<file path="config.mk">
export PLATFORM = sky130hd
export DESIGN_NAME = seq_serializer
export DESIGN_NICKNAME = d
export VERILOG_FILES = /design/src/rtl/seq_serializer.sv
export SDC_FILE = /design/constraint.sdc
export NUM_CORES = 1
export LEC_CHECK = 0
export CORE_MARGIN = 2
export CORE_UTILIZATION = 29
export DETAILED_ROUTE_END_ITERATION = 12
export SKIP_CTS_REPAIR_TIMING = 1
export SYNTH_ARGS = -nofsm -noshare
export SYNTH_HDL_FRONTEND = slang
export SYNTH_SLANG_ARGS = --single-unit
</file>
<file path="constraint.sdc">
create_clock -name clk -period 2.15 [get_ports clk]
set_input_delay 0.3225 -clock clk [delete_from_list [all_inputs] [get_ports clk]]
set_output_delay 0.3225 -clock clk [all_outputs]
set_load 0.01 [all_outputs]
</file>
<file path="src/rtl/seq_serializer.sv">
// ---------------------------------------------------------------------------
// seq_serializer
//
// Parallel-to-serial stimulus stage feeding the sequence detector's serial
// input. WIDTH-bit words arrive over a valid/ready handshake, are buffered in
// a holding register, then moved into a shift register and sent MSB first,
// one bit per clock. Back-to-back words stream with no gap bit.
//
// Optional feature (macro SEQ_SERIALIZER_LOOP_EN):
//   defined   - the shift register rotates; with no new word buffered, the
//               current word is re-sent indefinitely (IDLE only via reset).
//   undefined - after the last bit with hold empty, the FSM returns to IDLE.
//
// Handshake: a word transfers on a rising clk edge where din_valid and
// din_ready are both 1. din_ready is ~hold_full straight from a flop, so it
// never depends combinationally on din_valid. While din_ready is 0, din is
// ignored.
//
// Ports:
//   clk        in   system clock, rising edge
//   rst        in   asynchronous active-low reset
//   din        in   [WIDTH]  parallel word to serialise
//   din_valid  in   din holds a word to transfer
//   din_ready  out  holding register empty, a word can be accepted
//   x          out  serial bit to the detector (IDLE_BIT when idle)
//   x_valid    out  x carries a word bit this cycle
//   busy       out  a word is in flight or buffered
//   bit_idx    out  [CNTW] index of current bit within its word, 0 = MSB
//   state_dbg  out  current FSM state (0 = IDLE, 1 = SHIFT)
// ---------------------------------------------------------------------------
module seq_serializer #(
    parameter int   WIDTH    = 24,
    parameter int   CNTW     = 5,
    parameter logic IDLE_BIT = 1'b0
) (
    input  logic             clk,
    input  logic             rst,
    input  logic [WIDTH-1:0] din,
    input  logic             din_valid,
    output logic             din_ready,
    output logic             x,
    output logic             x_valid,
    output logic             busy,
    output logic [CNTW-1:0]  bit_idx,
    output logic             state_dbg
);

    typedef enum logic {
        S_IDLE  = 1'b0,
        S_SHIFT = 1'b1
    } state_t;

    state_t           state, state_n;
    logic [WIDTH-1:0] shreg, shreg_n;
    logic [WIDTH-1:0] hold, hold_n;
    logic             hold_full, hold_full_n;
    logic             x_n, x_valid_n;
    logic [CNTW-1:0]  bit_idx_n;

    logic             accept;
    logic             last_bit;
    logic [WIDTH-1:0] shreg_adv;

    assign accept   = din_valid & ~hold_full;
    assign last_bit = (bit_idx == CNTW'(WIDTH - 1));

    // x always mirrors shreg[WIDTH-1] while shifting, so the next bit on x
    // is shreg[WIDTH-2] of the pre-edge register.
`ifdef SEQ_SERIALIZER_LOOP_EN
    // Rotate: after WIDTH steps the register holds the original word again,
    // which is what lets a word re-send without reloading.
    assign shreg_adv = {shreg[WIDTH-2:0], shreg[WIDTH-1]};
`else
    assign shreg_adv = shreg << 1;
`endif

    assign din_ready = ~hold_full;
    assign busy      = (state == S_SHIFT) | hold_full;
    assign state_dbg = state;

    always_comb begin
        state_n     = state;
        shreg_n     = shreg;
        hold_n      = hold;
        hold_full_n = hold_full;
        x_n         = x;
        x_valid_n   = x_valid;
        bit_idx_n   = bit_idx;

        // Accept and load-from-hold are mutually exclusive: accept needs
        // hold empty, loading needs hold full.
        if (accept) begin
            hold_n      = din;
            hold_full_n = 1'b1;
        end

        case (state)
            S_IDLE: begin
                x_n       = IDLE_BIT;
                x_valid_n = 1'b0;
                bit_idx_n = '0;
                if (hold_full) begin
                    state_n     = S_SHIFT;
                    shreg_n     = hold;
                    hold_full_n = 1'b0;
                    x_n         = hold[WIDTH-1];
                    x_valid_n   = 1'b1;
                end
            end
            S_SHIFT: begin
                if (last_bit) begin
                    if (hold_full) begin
                        // Buffered word follows with no gap bit.
                        shreg_n     = hold;
                        hold_full_n = 1'b0;
                        x_n         = hold[WIDTH-1];
                        x_valid_n   = 1'b1;
                        bit_idx_n   = '0;
                    end else begin
`ifdef SEQ_SERIALIZER_LOOP_EN
                        shreg_n   = shreg_adv;
                        x_n       = shreg[WIDTH-2];
                        x_valid_n = 1'b1;
                        bit_idx_n = '0;
`else
                        state_n   = S_IDLE;
                        shreg_n   = '0;
                        x_n       = IDLE_BIT;
                        x_valid_n = 1'b0;
                        bit_idx_n = '0;
`endif
                    end
                end else begin
                    shreg_n   = shreg_adv;
                    x_n       = shreg[WIDTH-2];
                    x_valid_n = 1'b1;
                    bit_idx_n = bit_idx + CNTW'(1);
                end
            end
            default: begin
                state_n = S_IDLE;
            end
        endcase
    end

    always_ff @(posedge clk or negedge rst) begin
        if (!rst) begin
            state     <= S_IDLE;
            shreg     <= '0;
            hold      <= '0;
            hold_full <= 1'b0;
            x         <= IDLE_BIT;
            x_valid   <= 1'b0;
            bit_idx   <= '0;
        end else begin
            state     <= state_n;
            shreg     <= shreg_n;
            hold      <= hold_n;
            hold_full <= hold_full_n;
            x         <= x_n;
            x_valid   <= x_valid_n;
            bit_idx   <= bit_idx_n;
        end
    end

endmodule

</file>
**Yosys cells after proc, flatten, opt, wreduce, memory -nomap -nowiden**

Cells that the tools add are included.

- Bits in registers: 55
- Bits of input ports: 27
- Output and inout bits: 10

- $add $sub $neg: 1
- Equality and inequality tests: 2
- Multiplexer cells: 16
- Bitwise logic cells: 4

Operators with widths:

| cell | count |
|---|---|
| 23-bit two-way mux | 3 |
| 23-bit one-hot mux with 2 select lines | 1 |
| 5-bit one-hot mux with 2 select lines | 1 |
| 1-bit two-way mux | 7 |
| 1-bit one-hot mux with 2 select lines | 3 |
| 5-bit by 1-bit adder with 5-bit output (second input constant) | 1 |
| 5-bit == test (second input constant) | 1 |
| 5-bit two-way mux | 1 |
| 2-bit inequality test (second input constant) | 1 |
| 1-bit NOT | 2 |
| 1-bit AND | 1 |
| 1-bit OR | 1 |

**Longest topological paths before layout**

- Word-level depth: 6
- Depth in mapped cells: 6
- Mapped depth without buffers: 4

**Least setup slack after synthesis**

Ideal clock, no wire load.

- Path type: reg-to-reg
- Start point: register bit_idx[0]
- End point: register shreg[22]
- Library setup time: 126 ps
- Arrival: 1,565 ps
- Data required time: 2,024 ps
- Path slack: 458 ps
- Stages on the path, launching flop included: 7
- Path through: dfrtp_1 > ha_1 > nand4b_4 > and2_4 > buf_6 > buf_6 > a221o_1

- Longest elaborated chain between the ends: 3

Ends and longest elaborated chain:

| item | RTL line | RTL |
|---|---|---|
| start: declaration | 44 | `output logic [CNTW-1:0] bit_idx,` |
| start signal: assignment | 162 | `bit_idx <= bit_idx_n;` |
| 5-bit == test | 65 | `assign last_bit = (bit_idx == CNTW'(WIDTH - 1));` |
| 23-bit two-way mux | 111 | `if (last_bit) begin` |
| 23-bit one-hot mux with 2 select lines | 97 | `case (state)` |
| end signal: assignment | 157 | `shreg <= shreg_n;` |
| end: declaration | 54 | `logic [WIDTH-1:0] shreg, shreg_n;` |

Every way passes these cells.
A chain may end at the register's enable or synchronous reset.

**Worst setup path after layout**

- Start point: register hold_full
- End point: output port busy

- Longest elaborated chain between the ends: 1

Ends and longest elaborated chain:

| item | RTL line | RTL |
|---|---|---|
| start: declaration | 56 | `logic hold_full, hold_full_n;` |
| start signal: assignment | 159 | `hold_full <= hold_full_n;` |
| 1-bit OR | 78 | `assign busy = (state == S_SHIFT) \| hold_full;` |
| end: declaration | 43 | `output logic busy,` |

Every way passes these cells.

==> impl_metrics.ini <==
[global_route]
grt_usage_pct = 10.4
grt_pass1_vias = 1517
antenna_found_initial = 0
grt_pass1_wl_um = 7200
overflow = 0
grt_max_degree = 56

[cts]
cts_inserted_buffers = 5
root_buffer = clkbuf_8
clkLatencyLatePin_ns = 0.30
tritoncts = built
clk_pin_slew_ns = 0.10
cts.sinks = 55
cts_max_level = 2
clockBufferDepth = 2

[timing]
max_freq_mhz = 509
fin_skew_ns = 0.00963
period_share_pct = 91.4
maxSlewViolCount = 0
fin_tns_setup_ns = 0
hold_viol_final = 0
finalSetupViolCount = 0
setup_slack_ns = 0.186
period_minus_slack_ns = 1.96
worstMarginPinSlew_ns = 0.673
whs_ns = 0.127
slew_headroom_pct = 55.2
grt_setup_unrepaired = no

[placement]
place_area_um2 = 2780
place_hpwl_um = 2920
pre_cts_ws_ns = 0.451
gp_congestion = 0.717
dp_cells = 315
port_buffers = 36

[logic_synthesis]
synth.area.top_cells = dfrtp_1 (59%), a221o_1 (9.5%), mux2_1 (9.2%), a21oi_1 (4.7%), nand2_1 (4.4%)
ys_seq_elements = 55
syn_inst = 187
yosys.area.top_type = dfrtp_1
yosysSeqAreaShare_pct = 59.2
ys_async_sr_fraction_pct = 100
synth_area_per_cell_um2 = 12.4
synth-edff-count = 0
yosysWarningCount = 0
synth_area_um2 = 2320
synth_top_area_share_pct = 59.2
syn_nets = 215
synth_commonest_cells = dfrtp_1 (55), nand2_1 (27), a21oi_1 (22), a221o_1 (22), mux2_1 (19)
ys_types = 25
post-synth-top-count-cell = dfrtp_1
synthFlopType = dfrtp_1

[routing]
drtIter0Drc = 86
vias_per_cell = 4.77
ant_nets = 0
drc = 0
dr.pass1.iters = 4
num_vias = 1542
avgRoutedWirePerCell_um = 13.3
wirelength_um = 4280

[finish]
final_cells = 323
antenna_cells = 0
num-fill-cells = 763
multiInputGateArea_um2 = 848
fin_util_pct = 37.5
layout-drive-gt1-share_pct = 10.9
final_area_um2 = 2900
area_growth_pct = 24.7
nets = 248
seqCellArea_um2 = 1380

[critical_path]
crit_path_cell_trace = nor2_1 -> inv_1 -> clkdlybuf4s50_1
worstSetupEndpointType = output pin
critPathSlowestCell = dfrtp_1
crit_buf_inv = 2
crit_type = flip-flop to output pin
cp-start-kind = flip-flop
max_stage_delay_ns = 0.62
cp.arrival_ns = 1.64
cpLargestDelayFamily = flip-flops
worst_ep_required_time_ns = 1.83
cp_max_fo = 13

[hold_path]
worstHoldPathType = input port to async pin

[floorplanning]
initial_utilization_pct = 30.1
die-width_um = 93.5
dieHeight_um = 93.5
core-area_um2 = 7730
dieArea_um2 = 8740
num_io_pins = 37
rows = 32

[power_and_ir_drop]
p_leak_nw = 1.29
power_density_nw_per_um2 = 1200
finalPower_mw = 3.48
power.ir.vdd_worst_v = 0.000391

[status]
status = complete, no violations

[flow_run]
cap_viol_max_count = 0
-- layout make-up --
cell class / instances / area share (%)
Inverter: 2 / 0.259
Clock buffer: 6 / 2.85
Clock inverter: 2 / 1.21
Timing Repair Buffer: 43 / 14.5
Multi-Input combinational cell: 113 / 29.3
Tap cell: 102 / 4.40
Sequential cell: 55 / 47.5
-- state kept, by name, indices dropped and copies added, names as in the netlist --
signal and cells:
x 1, hold_full 1, shreg 23, bit_idx 5, state_dbg 1, hold 24
-- worst register-to-register path, delay by kind of cell, from the launching register on --
family | cells | cell delay [ns]
and+or+nand+nor | 2 | 0.55
DFF | 1 | 0.40
AOI/OAI and AO/OA | 1 | 0.38
adders and majority gates | 1 | 0.28
-- logic make-up after synthesis --
logic type               count (synthesis)  share of synthesized area [%]
multiplexers                            24                           11.6
buffers and inverters                   19                           4.36
AND/OR/NAND/NOR                         38                           7.97
XOR/XNOR                                 2                          0.754
adder cells (fa/ha/maj)                  1                          0.538
flip-flops                              55                           59.2
AO/OA/AOI/OAI                           48                           15.5
-- power by group --
group / internal (mW) / switching, mW / total, mW / leakage, nW
Sequential: 1.46 / 0.296 / 1.76 / 0.687
Combinational: 0.603 / 0.418 / 1.02 / 0.538
Clock: 0.377 / 0.320 / 0.697 / 0.0612
Total: 2.44 / 1.03 / 3.48 / 1.29
-- worst paths after layout --
kind / startpoint / to / slack, ns / cells after the start
max: hold_full / busy / 0.19 / 3
min: rst / hold[4] / 0.13 / 2
max reg2reg: bit_idx[0] / shreg[5] / 0.43 / 4
min reg2reg: bit_idx[0] / bit_idx[0] / 0.49 / 1
max in group asynchronous: rst / shreg[8] / 1.57 / 2
min in group clk: bit_idx[0] / bit_idx[0] / 0.49 / 1
-- placed cells by master, fill, tap and decap left out, drive strengths merged --
master,n
a221o,22
clkinv,1
inv,2
a32o,1
a21boi,1
bufinv,1
xor2,2
buf,8
a21oi,22
dfrtp,55
and2,3
nand3,2
nand2,27
nor2,2
ha,1
a21o,1
clkbuf,6
nand4b,2
mux2,24
o21ai,1
nor2b,2
clkdlybuf4s50,35
-- routing by layer --
metal	GRT usage (%)	vias to the layer above	part of all wire, %
met5	0	-	0
met4	4.04	0	1.1
met3	2.26	4	4.2
met2	16.1	34	46
met1	14.2	764	49
li1	-	740	-
Note: power is estimated with default switching activity, not from simulation.
